### src/rtl/adc_clk_gen_prog.sv
// Programmable ADC clock generator: divides clk by a runtime period with programmable
// high time, and emits a phase-programmable sample strobe and a period-start marker.
module adc_clk_gen_prog #(
  parameter int CNT_W         = 16,
  parameter int DEFAULT_DIV   = 32768,
  parameter int DEFAULT_HIGH  = 16384,
  parameter int DEFAULT_PHASE = 0
) (
  input  logic             clk,
  input  logic             reset,
  input  logic             en,
  input  logic             cfg_valid,
  output logic             cfg_ready,
  input  logic [CNT_W-1:0] cfg_div,
  input  logic [CNT_W-1:0] cfg_high,
  input  logic [CNT_W-1:0] cfg_phase,
  output logic             clk_out,
  output logic             sample_stb,
  output logic             period_start,
  output logic             running,
  output logic             cfg_err
);

  localparam logic [CNT_W-1:0] ZERO      = {CNT_W{1'b0}};
  localparam logic [CNT_W-1:0] ONE       = {{(CNT_W-1){1'b0}}, 1'b1};
  localparam logic [CNT_W-1:0] TWO       = {{(CNT_W-2){1'b0}}, 2'b10};
  localparam logic [CNT_W-1:0] DIV_RST   = CNT_W'(DEFAULT_DIV);
  localparam logic [CNT_W-1:0] HIGH_RST  = CNT_W'(DEFAULT_HIGH);
  localparam logic [CNT_W-1:0] PHASE_RST = CNT_W'(DEFAULT_PHASE);

  typedef enum logic [1:0] {
    S_IDLE = 2'd0,
    S_RUN  = 2'd1,
    S_STOP = 2'd2
  } state_t;

  function automatic logic cfg_ok(input logic [CNT_W-1:0] d,
                                  input logic [CNT_W-1:0] h,
                                  input logic [CNT_W-1:0] p);
    return (d >= TWO) && (h != ZERO) && (h < d) && (p < d);
  endfunction

  state_t           r_state;
  logic [CNT_W-1:0] r_cnt;
  logic [CNT_W-1:0] r_div;
  logic [CNT_W-1:0] r_high;
  logic [CNT_W-1:0] r_phase;
  logic [CNT_W-1:0] r_sh_div;
  logic [CNT_W-1:0] r_sh_high;
  logic [CNT_W-1:0] r_sh_phase;
  logic             r_pending;
  logic             r_clk_out;
  logic             r_sample_stb;
  logic             r_period_start;
  logic             r_cfg_err;

  logic             w_accept;
  logic             w_cfg_valid_ok;
  logic             w_boundary;
  logic             w_apply;
  logic [CNT_W-1:0] w_high_n;
  logic [CNT_W-1:0] w_phase_n;
  logic [CNT_W-1:0] w_cnt_n;
  logic             w_clk_n;
  logic             w_stb_n;
  logic             w_ps_n;

  // Handshake, boundary detection and the counter/outputs of the next counting cycle.
  always_comb begin
    w_accept       = cfg_valid && !r_pending;
    w_cfg_valid_ok = cfg_ok(cfg_div, cfg_high, cfg_phase);
    w_boundary     = (r_state != S_IDLE) && (r_cnt == (r_div - ONE));
    w_apply        = r_pending && ((r_state == S_IDLE) || w_boundary);
    if (w_apply) begin
      w_high_n  = r_sh_high;
      w_phase_n = r_sh_phase;
    end else begin
      w_high_n  = r_high;
      w_phase_n = r_phase;
    end
    if (w_boundary) begin
      w_cnt_n = ZERO;
    end else begin
      w_cnt_n = r_cnt + ONE;
    end
    w_clk_n = (w_cnt_n < w_high_n);
    w_stb_n = (w_cnt_n == w_phase_n);
    w_ps_n  = (w_cnt_n == ZERO);
  end

  // Config shadow/active registers; new settings only take effect on a period boundary or in IDLE.
  always_ff @(posedge clk or posedge reset) begin
    if (reset) begin
      r_div      <= DIV_RST;
      r_high     <= HIGH_RST;
      r_phase    <= PHASE_RST;
      r_sh_div   <= DIV_RST;
      r_sh_high  <= HIGH_RST;
      r_sh_phase <= PHASE_RST;
      r_pending  <= 1'b0;
      r_cfg_err  <= 1'b0;
    end else begin
      r_cfg_err <= w_accept && !w_cfg_valid_ok;
      // Accept needs !pending and apply needs pending, so the two never collide.
      if (w_apply) begin
        r_div     <= r_sh_div;
        r_high    <= r_sh_high;
        r_phase   <= r_sh_phase;
        r_pending <= 1'b0;
      end else if (w_accept && w_cfg_valid_ok) begin
        r_sh_div   <= cfg_div;
        r_sh_high  <= cfg_high;
        r_sh_phase <= cfg_phase;
        r_pending  <= 1'b1;
      end else begin
        r_pending <= r_pending;
      end
    end
  end

  // Run/stop state machine with the period counter and registered clock/strobe outputs.
  always_ff @(posedge clk or posedge reset) begin
    if (reset) begin
      r_state        <= S_IDLE;
      r_cnt          <= ZERO;
      r_clk_out      <= 1'b0;
      r_sample_stb   <= 1'b0;
      r_period_start <= 1'b0;
    end else begin
      case (r_state)
        S_IDLE: begin
          r_cnt <= ZERO;
          if (en) begin
            r_state        <= S_RUN;
            r_clk_out      <= 1'b1;
            r_sample_stb   <= (w_phase_n == ZERO);
            r_period_start <= 1'b1;
          end else begin
            r_state        <= S_IDLE;
            r_clk_out      <= 1'b0;
            r_sample_stb   <= 1'b0;
            r_period_start <= 1'b0;
          end
        end
        S_RUN: begin
          r_state        <= en ? S_RUN : S_STOP;
          r_cnt          <= w_cnt_n;
          r_clk_out      <= w_clk_n;
          r_sample_stb   <= w_stb_n;
          r_period_start <= w_ps_n;
        end
        S_STOP: begin
          // Re-enable wins over the stop boundary so a running clock is never interrupted.
          if (en || !w_boundary) begin
            r_state        <= en ? S_RUN : S_STOP;
            r_cnt          <= w_cnt_n;
            r_clk_out      <= w_clk_n;
            r_sample_stb   <= w_stb_n;
            r_period_start <= w_ps_n;
          end else begin
            r_state        <= S_IDLE;
            r_cnt          <= ZERO;
            r_clk_out      <= 1'b0;
            r_sample_stb   <= 1'b0;
            r_period_start <= 1'b0;
          end
        end
        default: begin
          r_state        <= S_IDLE;
          r_cnt          <= ZERO;
          r_clk_out      <= 1'b0;
          r_sample_stb   <= 1'b0;
          r_period_start <= 1'b0;
        end
      endcase
    end
  end

  assign cfg_ready    = !r_pending;
  assign running      = (r_state != S_IDLE);
  assign clk_out      = r_clk_out;
  assign sample_stb   = r_sample_stb;
  assign period_start = r_period_start;
  assign cfg_err      = r_cfg_err;

endmodule

### config.mk
export PLATFORM = sky130hd
export DESIGN_NAME = adc_clk_gen_prog
export DESIGN_NICKNAME = d
export VERILOG_FILES = /design/src/rtl/adc_clk_gen_prog.sv
export SDC_FILE = /design/constraint.sdc
export NUM_CORES = 1
export LEC_CHECK = 0
export BUFFER_PORTS_ARGS = -buffer_cell sky130_fd_sc_hd__buf_2
export CAP_MARGIN = 5
export CELL_PAD_IN_SITES_DETAIL_PLACEMENT = 1
export CELL_PAD_IN_SITES_GLOBAL_PLACEMENT = 2
export CORE_MARGIN = 2
export CORE_UTILIZATION = 30
export CTS_CLUSTER_DIAMETER = 50
export DETAILED_ROUTE_END_ITERATION = 7
export PLACE_DENSITY = 0.69
export SYNTH_ARGS = -nofsm -noshare
export SYNTH_HDL_FRONTEND = slang
export SYNTH_SLANG_ARGS = --single-unit
### constraint.sdc
create_clock -name clk -period 11.85 [get_ports clk]
set_clock_uncertainty 0.05 [all_clocks]
set_input_delay 1.185 -clock clk [delete_from_list [all_inputs] [get_ports clk]]
set_output_delay 1.185 -clock clk [all_outputs]
set_load 0.02 [all_outputs]
---- After elaboration in Yosys (flattened, before gate mapping) ----
Cells that the tools add are included.
word-level totals
  output and inout port bits .............. 6
  input port bits ......................... 52
  register bits after elaboration ......... 119
operators by class
  $lt $le $gt $ge ......................... 4
  $add $sub $neg .......................... 2
  reductions and logical operators ........ 20
  equality and inequality tests ........... 4
  bitwise operators ....................... 1
  mux-type cells .......................... 19
operator list
  kind                   number
  $mux 16                4
  $lt 16x16->1           3
  $eq 16x16->1           2
  $logic_not 16->1       2
  $pmux 16 s2            1
  $add 16x1->16 const B  1
  $ge 16x2->1 const B    1
  $reduce_bool 16->1     1
  $sub 16x1->16 const B  1
  $pmux 1 s3             3
  $logic_and 1x1->1      8
  $mux 1                 8
  $pmux 2 s3             1
  $mux 2                 2
  $reduce_bool 2->1      2
  $logic_not 1->1        3
  $eq 2x1->1 const B     1
  $eq 2x2->1 const B     1
  $logic_not 2->1        1
  $logic_or 1x1->1       2
  $reduce_and 2->1       1
  $not 1->1              1

---- Longest topological paths before layout ----
Gate-level depths: netlist of run 1.
  word-level depth ........................ 9
  depth in mapped cells ................... 18

---- Worst setup path before layout of run 1 ----
OpenSTA, ideal clock, no wires.
  path kind ............................... register -> register
  start point ............................. reg r_div[9]
  end point ............................... reg r_clk_out, in the netlist clk_out
  path buffers ............................ 2
  arrival ................................. 4222 ps
  library setup time ...................... 104 ps
  required time ........................... 11696 ps
  period minus slack after synthesis ...... 4376 ps
  setup slack ............................. 7474 ps
  stages on the path, launching flop included .. 16
  cells stage by stage .................... dfrtp_1 or4_4 or4_4 a211oi_2 o211a_1 nand4_2 o21ai_2 buf_2 buf_2 mux2i_1 ha_1 a21o_1 a21o_1 a21oi_1 o211ai_1 a221oi_1
between the ends
  word-level cells in the longest chain between the ends .. 9
ends and longest elaborated chain
  what                      RTL line  source
  start: declaration        45        logic [CNT_W-1:0] r_div;
  start signal: assignment  106       r_div <= r_sh_div;
  $sub 16x1->16 (*)         72        w_boundary = (r_state != S_IDLE) && (r_cnt == (r_div - ONE));
  $eq 16x16->1 (*)          72
  $logic_and 1x1->1 (*)     72
  $logic_or 1x1->1          73        w_apply = r_pending && ((r_state == S_IDLE) || w_boundary);
  $logic_and 1x1->1         73
  $mux 16                   -
  $lt 16x16->1              86        w_clk_n = (w_cnt_n < w_high_n);
  $mux 1                    154       if (en || !w_boundary) begin
  $pmux 1 s3 (*)            130       case (r_state)
  end signal: assignment    148       r_clk_out <= w_clk_n;
  end signal: assignment    157       r_clk_out <= w_clk_n;
  end: declaration          52        logic r_clk_out;
Mark *: on every way between the ends. The rest lies on a longest branch, timed or not.
A chain may end at the register's enable or synchronous reset.

---- Worst setup path after layout of run 1 ----
  start point ............................. reg r_div[0]
  end point ............................... reg r_clk_out, in the netlist clk_out
The elaborated chain is that of the path after synthesis.

==> reports/qor.txt, run 1 <==
status: completed
max_cap viols: 0
post-synthesis instance area: 7094 um2
Total GRT Usage: 18.77%
Post-CTS Setup Repair Bufs: 0
synthesis-to-layout area growth: 17.46%
Crit Path Category: reg2reg
# hold bufs at CTS: 0
sw power: 0.7196 mW
Final HPWL DP: 16.81 mm
warnings from Yosys: 0
CTS Sinks: 119
ANT cells: 0
Cell Rows: 56
CTS buffer count: 17
Crit Path Max Fanout: 25
DRC: 0
Buf+Inv Stages, Crit Path: 2
pin count of the biggest net entering global routing: 75
first-pass GRT wire length: 34.86 mm
Worst Path Arrival: 5580 ps
via count: 5451
Pint: 1.229 mW
crit-path cells: inv_1, ha_1, or4b_1, nor4_1, xnor2_1, and4_1, nand4_2, o21ai_4, buf_4, mux2i_1, ha_1, a21o_1, a21o_1, a21oi_1, o211ai_1, a221oi_1
Crit path max-delay family: compound AO/OA/AOI/OAI gates
Fin. Hold Viols: 0
area of the core: 23330 um2
setup ws final: 6530 ps
RSZ-0062 raised after global routing: false
nature of the critical path endpoint: flip-flop
vias in the first global route: 5966
io pins: 58
Post-synth EDFFs: 0
CTS resizes: 0
placed inst area: 7721 um2
Lkg Pwr: 3.785 nW
Startpoint Class: flip-flop
ANT nets after route: 0
Top FF cell, synth: dfrtp_1
post-synthesis sequential area ratio: 42.05%
Switching Share: 36.92%
Congestion Overflow GR: 0
DRT iter0 DRCs: 298
Final TNS setup: 0 ps
worst-skew pair later-pin latency: 420 ps
Post-layout nets: 821
cell count after synthesis: 665
clock period minus worst slack: 5320 ps
Syn Nets: 768
CP max stage delay: 720 ps
Power Density: 233.9 nW/um2
Routed WL: 21.85 mm
Clock power frac: 27.7%
RD Place Congestion: 0.8137
max_slew headroom: 34.63%
Max clock buf depth: 2
I/O Buffers: 57
full die area: 24890 um2
share of layout cells above drive strength 1: 25.99%
CP Data Required Time: 12110 ps
TritonCTS clock tree: done
Peak VDD IR: 0.1160 mV
worst-margin pin slew: 974.0 ps
Max Slew Vio Count: 0
Seq cells post-synth: 119
Reg clk slew, reported paths: 60 ps
average routed wire per standard cell: 20.81 um
Non-Filler Instances: 1050
Sequential Power Share: 37.4%
DP Worst Slack: 6489 ps
Avg Inst Size Synth: 10.67 um2
Yosys cell types: 68
Via density: 5.191
Setup violations, final: 0
post-route cell area: 8333 um2
Die Ht: 157.8 um
Starting Density: 30.41%
die width: 157.8 um
antenna violations before repair: 1
Hold Path Class: reg2reg
Final Cycle Share: 44.90%
Crit-path slowest cell: o21ai_4
Post-Place Cells: 1018
Detailed Routing Iterations Pass 1: 4
H-Tree Depth: 4
Post-synth ARST share: 100.0%
clock root cell: clkbuf_16
maximum clock rate: 188.0 MHz
Comb pwr share: 34.9%
Layout fillers: 2598
## cell type report
cell class / count / area (um2) / area share (%)
Clock buffer: 19 / 442.9 / 5.315
Clock inverter: 13 / 168.9 / 2.027
Inverter: 44 / 167.7 / 2.012
Multi-Input combinational cell: 474 / 3849 / 46.19
Sequential cell: 119 / 2983 / 35.80
Tap cell: 319 / 399.1 / 4.790
Timing Repair Buffer: 62 / 322.8 / 3.874
## state kept, by name, indices dropped and copies added (netlist names)
signal	flops
cfg_err	1
r_cnt	16
r_high	16
r_sh_phase	16
period_start	1
r_sh_high	16
sample_stb	1
clk_out	1
r_phase	16
r_sh_div	16
r_pending	1
r_state	2
r_div	16
## cell families (layout without fill, tap and decap cells)
group | Yosys count | after routing | share of synthesized area, %
AND/OR/NAND/NOR | 186 | 186 | 14.57
flip-flops | 119 | 119 | 42.05
multiplexers | 97 | 97 | 15.06
AO/OA/AOI/OAI | 96 | 96 | 9.965
buffers and inverters | 72 | 138 | 3.933
adder cells (fa/ha/maj) | 51 | 51 | 8.995
XOR/XNOR | 44 | 44 | 5.432
## synth_stat cells (all sizes together), types with 5 or more instances
master / n / share of area [%]
nand4: 14 / 1.3
and2: 6 / 0.53
a21oi: 11 / 0.78
nand2: 25 / 1.3
mux2i: 19 / 2.7
a31oi: 8 / 0.71
nor2b: 7 / 0.62
mux2: 78 / 12
and3: 5 / 0.44
nand3: 18 / 1.3
a21o: 20 / 2.1
and4: 6 / 0.74
buf: 13 / 0.81
xnor2: 29 / 3.6
nor4: 23 / 2.2
o211ai: 6 / 0.71
nor2: 38 / 2.0
ha: 51 / 9.0
inv: 44 / 2.3
dfrtp: 115 / 41
a211oi: 6 / 0.71
o21ai: 14 / 1.0
xor2: 15 / 1.9
nor3: 21 / 1.5
clkbuf: 15 / 0.79
## cell usage in the layout (no fill, tap or decap), types with 19 or more instances in the layout
| master | count |
|---|---|
| dfrtp_1 | 115 |
| nor2_1 | 38 |
| xnor2_1 | 29 |
| nand2_1 | 25 |
| nor3_1 | 21 |
| buf_2 | 57 |
| a21o_1 | 20 |
| ha_1 | 51 |
| inv_1 | 43 |
| mux2i_1 | 19 |
| nor4_1 | 21 |
| mux2_2 | 78 |
## power groups by stage
stage	logic [mW]	registers (mW)	clock network, mW
2_1_floorplan	0.533	0.654	0
3_3_place_gp	0.652	0.724	0
3_5_place_dp	0.680	0.734	0
4_1_cts	0.688	0.729	0.551
5_1_grt	0.754	0.751	0.572
6_report	0.679	0.730	0.540
## worst paths after layout
check                                   startpoint                 endpoint  slack [ps]  cells after the start
setup reg to reg              r_div[0]$_DFFE_PP0P_        clk_out$_DFF_PP0_        6530                     16
setup / recovery              r_div[0]$_DFFE_PP0P_        clk_out$_DFF_PP0_        6530                     16
max in group asynchronous                    reset  r_sh_div[2]$_DFFE_PP0P_        9600                      3
hold / removal             r_sh_div[0]$_DFFE_PP0P_     r_div[0]$_DFFE_PP0P_         440                      2
min in group asynchronous                    reset        cfg_err$_DFF_PP0_         770                      2
hold reg to reg            r_sh_div[0]$_DFFE_PP0P_     r_div[0]$_DFFE_PP0P_         440                      2
## metal layers
| layer | up-vias | part of all wire, % | track usage (%) |
|---|---|---|---|
| met1 | 2801 | 46 | 24.81 |
| met5 | - | 0 | 0 |
| li1 | 2543 | - | - |
| met4 | 0 | 1.5 | 5.368 |
| met3 | 23 | 3.2 | 3.394 |
| met2 | 84 | 49 | 31.41 |
## stage by stage
stage          utilization (%)  total power [mW]  hold WS, ps
2_1_floorplan                -             1.187        394.4
4_1_cts                  35.71             1.969        449.9
3_5_place_dp             33.09             1.415        432.2
6_report                 35.71             1.949        439.2
5_1_grt                  35.71             2.077        463.4
3_3_place_gp             33.09             1.376        426.9
## worst min-delay path: stages (launching register included)
cell and delay [ps]:
dfrtp_1 340, nand2_1 50, o21ai_0 60
Note: power is estimated with default switching activity, not from simulation.
==> run 2, diff against run 1 <==
- clock period: 11.85 -> 5 ns (I/O delays scaled with it)
==> reports/qor.txt, run 2 (synthesis gave the netlist of run 1 again) <==
full die area: 24890 um2
clock root cell: clkbuf_16
Lkg Pwr: 3.799 nW
Crit Path Category: reg2reg
Pint: 2.827 mW
CP Data Required Time: 5260 ps
RD Place Congestion: 0.8704
Comb pwr share: 35.4%
Worst Path Arrival: 4850 ps
status: completed
ANT nets after route: 0
nature of the critical path endpoint: flip-flop
sw power: 1.698 mW
Crit Path Max Fanout: 13
Hold Path Class: in2async
Peak VDD IR: 0.2401 mV
Reg clk slew, reported paths: 60 ps
Fin. Hold Viols: 0
Via density: 5.122
CP max stage delay: 580 ps
Buf+Inv Stages, Crit Path: 2
worst-margin pin slew: 1003 ps
first-pass GRT wire length: 34.51 mm
Starting Density: 30.41%
Crit path top cell by count: ha_1
commonest non-fill, non-tap cells in the layout: dfrtp_1 (115), mux2_2 (78), buf_2 (57)
area of the core: 23330 um2
CTS buffer count: 17
Top Metal Used: met4
Crit path max-delay family: simple AND/OR/NAND/NOR gates
Total GRT Usage: 18.62%
Max clock buf depth: 2
Die Ht: 157.8 um
die width: 157.8 um
maximum clock rate: 218.3 MHz
Detailed Routing Iterations Pass 1: 4
Power Density: 542.6 nW/um2
CTS resizes: 0
CTS Sinks: 119
Post-Route M1 WL: 9.746 mm
TritonCTS clock tree: done
Switching Share: 37.52%
share of layout cells above drive strength 1: 26.69%
Post-layout nets: 828
Clock power frac: 25.9%
pin count of the biggest net entering global routing: 77
DRC: 0
Tot Pwr: 4.525 mW
Cell Rows: 56
Congestion Overflow GR: 0
met3 wire length: 967 um
crit-path cells: inv_1, ha_1, or4b_1, or2_2, nor2_1, or2_1, nand4_2, o21ai_4, buf_4, mux2i_1, ha_1, a21oi_1, nor2b_1, a311oi_1, o21ai_1, a221oi_1
Setup violations, final: 0
via count: 5414
DRT iter0 DRCs: 244
Crit-path slowest cell: or4b_1
Post-CTS Setup Repair Bufs: 0
Max Slew Vio Count: 0
synthesis-to-layout area growth: 17.55%
met2 WL: 10.73 mm
vias in the first global route: 5963
clock period minus worst slack: 4582 ps
Final Cycle Share: 91.63%
placed inst area: 7774 um2
Startpoint Class: flip-flop
Final HPWL DP: 16.99 mm
max_cap viols: 0
# hold bufs at CTS: 0
io pins: 58
max_slew headroom: 33.16%
Final TNS setup: 0 ps
ANT cells: 0
commonest non-fill, non-tap cell in the layout: dfrtp_1
RSZ-0062 raised after global routing: false
I/O Buffers: 57
Sequential Power Share: 38.8%
antenna violations before repair: 1
average routed wire per standard cell: 20.56 um
post-route cell area: 8339 um2
H-Tree Depth: 4
Routed WL: 21.73 mm
worst-skew pair later-pin latency: 420 ps
run 2: changes by cell type in the layout (fill, tap and decap cells not counted), sizes merged:
cell    delta
buf        +7
inv        -1
bufinv     -2
clkinv     +3
run 2: power groups by stage:
stage / Combinational, mW / Sequential, mW / Clock [mW]
2_1_floorplan: 1.26 / 1.55 / 0
3_3_place_gp: 1.54 / 1.74 / 0
3_5_place_dp: 1.61 / 1.77 / 0
4_1_cts: 1.62 / 1.75 / 1.20
5_1_grt: 1.78 / 1.80 / 1.25
6_report: 1.60 / 1.75 / 1.17
run 2: final timing paths:
| check | end | cells after the start | slack, ps | startpoint |
|---|---|---|---|---|
| worst max-delay path | clk_out$_DFF_PP0_ | 16 | 420 | r_div[0]$_DFFE_PP0P_ |
| worst min-delay path | cfg_err$_DFF_PP0_ | 2 | 250 | reset |
| worst max register to register | clk_out$_DFF_PP0_ | 16 | 420 | r_div[0]$_DFFE_PP0P_ |
| worst min register to register | r_high[10]$_DFF_PP0_ | 2 | 440 | r_high[10]$_DFF_PP0_ |
| max in group asynchronous | r_sh_div[15]$_DFFE_PP1P_ | 3 | 3480 | reset |
| min in group clk | r_sh_phase[0]$_DFFE_PP0P_ | 2 | 270 | cfg_phase[0] |
run 2: area by class of cell:
| cell class | count | area (um2) |
|---|---|---|
| clock buffer | 19 | 442.9 |
| clock inverter | 13 | 122.6 |
| fill | 2607 | 14990 |
| inverter | 44 | 167.7 |
| multi-input combinational | 474 | 3849 |
| sequential | 119 | 2983 |
| tap | 319 | 399.1 |
| timing repair buffer | 69 | 375.4 |
run 2: routing by layer:
layer | up-vias | GRT usage, %
li1 | 2544 | -
met1 | 2761 | 23.97
met2 | 92 | 31.70
met3 | 17 | 3.504
met4 | 0 | 5.584
met5 | - | 0
run 2: through the flow:
stage	utilization (%)	cells	setup WS (ps)	hold slack, ps
2_1_floorplan	-	665	624.5	394.4
3_3_place_gp	33.32	1025	532.1	419.7
3_5_place_dp	33.32	1025	405.0	434.0
4_1_cts	35.74	1057	359.3	261.2
5_1_grt	35.74	1057	47.23	259.9
6_report	35.74	1057	418.4	249.0
==> run 3, diff against run 2 <==
- ABC_AREA: not set -> 1
- CTS_BUF_LIST: not set -> sky130_fd_sc_hd__clkbuf_8
- GPL_TIMING_DRIVEN: not set -> 0
- PLACE_DENSITY: 0.69 -> 0.74
==> reports/qor.txt, run 3 <==
status: completed
Power Density: 544.9 nW/um2
main combinational cell family by area after synthesis: simple AND/OR/NAND/NOR gates
Post-CTS Setup Repair Bufs: 0
first-pass GRT wire length: 34.85 mm
Fin. Hold Viols: 0
average routed wire per standard cell: 16.39 um
Cell Rows: 56
post-synthesis instance area: 7258 um2
most common cell in the synthesized netlist: nand2_1
area of the core: 23610 um2
DP Worst Slack: 680.5 ps
Post-Synth XOR/XNOR Area: 4.103%
Starting Density: 30.74%
Final TNS setup: 0 ps
share of layout cells above drive strength 1: 18.42%
max_cap viols: 0
Switching Share: 42.53%
die width: 159.5 um
nature of the critical path endpoint: flip-flop
TritonCTS clock tree: done
Top FF cell, synth: dfrtp_1
warnings from Yosys: 0
Setup violations, final: 0
clock period minus worst slack: 4257 ps
Die Ht: 159.5 um
Non-Filler Instances: 1307
setup ws final: 742.9 ps
Tot Pwr: 4.588 mW
Via density: 4.556
ANT nets after route: 0
CP Data Required Time: 5310 ps
RSZ-0062 raised after global routing: false
Detailed Routing Iterations Pass 1: 4
Synth Area in Adders: 8.792%
largest cells by area after synthesis: dfrtp_1 (40%), nand2_1 (12%), ha_1 (8.8%), inv_1 (6.7%), o21ai_0 (4.4%)
Synth Area in Compound Gates: 8.309%
Startpoint Class: flip-flop
Syn Nets: 1000
Sequential Power Share: 36.2%
flop2flop setup slack: 740 ps
Hold Path Class: in2reg
worst-margin pin slew: 596.5 ps
Yosys cell types: 42
post-synthesis sequential area ratio: 41.10%
RD Place Congestion: 0.8146
mux share of post-synthesis cell area: 2.327%
vias in the first global route: 6256
Post-layout nets: 1078
ANT cells: 0
DRT iter0 DRCs: 210
Synth top area share: 39.65%
antenna violations before repair: 0
placed inst area: 7975 um2
CTS Sinks: 119
sw power: 1.951 mW
Min Hold Slack: 210.6 ps
post-route cell area: 8421 um2
Post-Synth Simple-Gate Area: 26.51%
full die area: 25450 um2
Post-synth EDFFs: 0
Post-synth ARST share: 100.0%
Total GRT Usage: 17.65%
Pint: 2.637 mW
synthesis-to-layout area growth: 16.01%
I/O Buffers: 57
commonest non-fill, non-tap cells in the layout: nand2_1 (224), inv_1 (130), dfrtp_1 (115)
commonest non-fill, non-tap cell in the layout: nand2_1
top cells by count, synth: nand2_1 (224), inv_1 (130), dfrtp_1 (115), o21ai_0 (64), nor2_1 (61)
cell count after synthesis: 897
clock root cell: clkbuf_8
io pins: 58
Final HPWL DP: 17.63 mm
Crit Path Category: reg2reg
Max Slew Vio Count: 0
Lkg Pwr: 4.482 nW
Seq cells post-synth: 119
Reg clk slew, reported paths: 80 ps
Crit Path Max Fanout: 10
Final Cycle Share: 85.14%
worst-skew pair later-pin latency: 450 ps
Post-Place Cells: 1274
Routed WL: 21.42 mm
Final Util: 35.66%
max_slew headroom: 60.23%
Worst Path Arrival: 4570 ps
Congestion Overflow GR: 0
post-synth top area cell: dfrtp_1
Avg Inst Size Synth: 8.092 um2
DRC: 0
pin count of the biggest net entering global routing: 93
Comb pwr share: 42.5%
via count: 5955
maximum clock rate: 234.9 MHz
Peak VDD IR: 0.1711 mV
Clock power frac: 21.3%
CTS buffer count: 17
H-Tree Depth: 4
Max clock buf depth: 2
run 3: layout make-up:
type	count	area (um2)
Fill cell	2903	15190
Multi-Input combinational cell	621	3632
Sequential cell	119	2983
Inverter	136	518.0
Tap cell	319	399.1
Timing Repair Buffer	59	322.8
Clock buffer	17	234.0
Clock inverter	15	201.4
Buffer	21	130.1
run 3: final timing paths:
| check | start | to | cells past startpoint |
|---|---|---|---|
| max | r_div[0]$_DFFE_PP0P_ | clk_out$_DFF_PP0_ | 27 |
| min | en | r_state[1]$_DFF_PP0_ | 2 |
| max reg2reg | r_div[0]$_DFFE_PP0P_ | clk_out$_DFF_PP0_ | 27 |
| min reg2reg | r_sh_div[13]$_DFFE_PP0P_ | r_div[13]$_DFFE_PP0P_ | 2 |
| max in group asynchronous | reset | r_high[14]$_DFF_PP1_ | 4 |
| min in group asynchronous | reset | r_div[10]$_DFFE_PP0P_ | 3 |
run 3: cells by family after synthesis:
kind of cell,Yosys count
AND/OR/NAND/NOR,412
AO/OA/AOI/OAI,109
flip-flops,119
adder cells (fa/ha/maj),51
buffers and inverters,157
multiplexers,15
XOR/XNOR,34
run 3: critical path: stages, from the launching register on:
cell and delay [ps]:
dfrtp_1 400, inv_1 150, ha_1 170, clkbuf_2 200, nand2_4 110, nor2_8 180
nand3_2 70, nand2_1 100, inv_1 50, nor2_1 80, nand2_1 70, nor2_2 140
nand2_2 90, nand2_4 120, nand2_8 100, inv_4 100, buf_6 140, clkbuf_1 350
or2_2 180, o21ai_0 180, ha_1 360, nand2_1 90, nor2_1 50, a211oi_1 180
o211ai_1 150, nor2_1 130, nand2_1 60, a21oi_1 120
run 3: power by group through the flow:
stage | Clock [mW] | Combinational, mW | Sequential [mW]
finish | 0.975 | 1.95 | 1.66
global route | 1.04 | 2.26 | 1.72
CTS | 1.00 | 1.99 | 1.66
detailed placement | 0 | 1.98 | 1.68
global placement | 0 | 1.94 | 1.67
floorplan | 0 | 1.48 | 1.57
run 3: routing by layer:
layer  track usage, %  vias up  wire [um]
li1                 -     3031          -
met1            25.07     2812      10940
met2            27.88       93       9512
met3            2.917       19        565
met4            4.545        0        396
met5                0        -          0
run 3: what timing repair did:
item                      4_1_cts  5_1_grt
gates resized for setup         0        0
hold endpoints to repair       27        0
hold buffers                    1        0
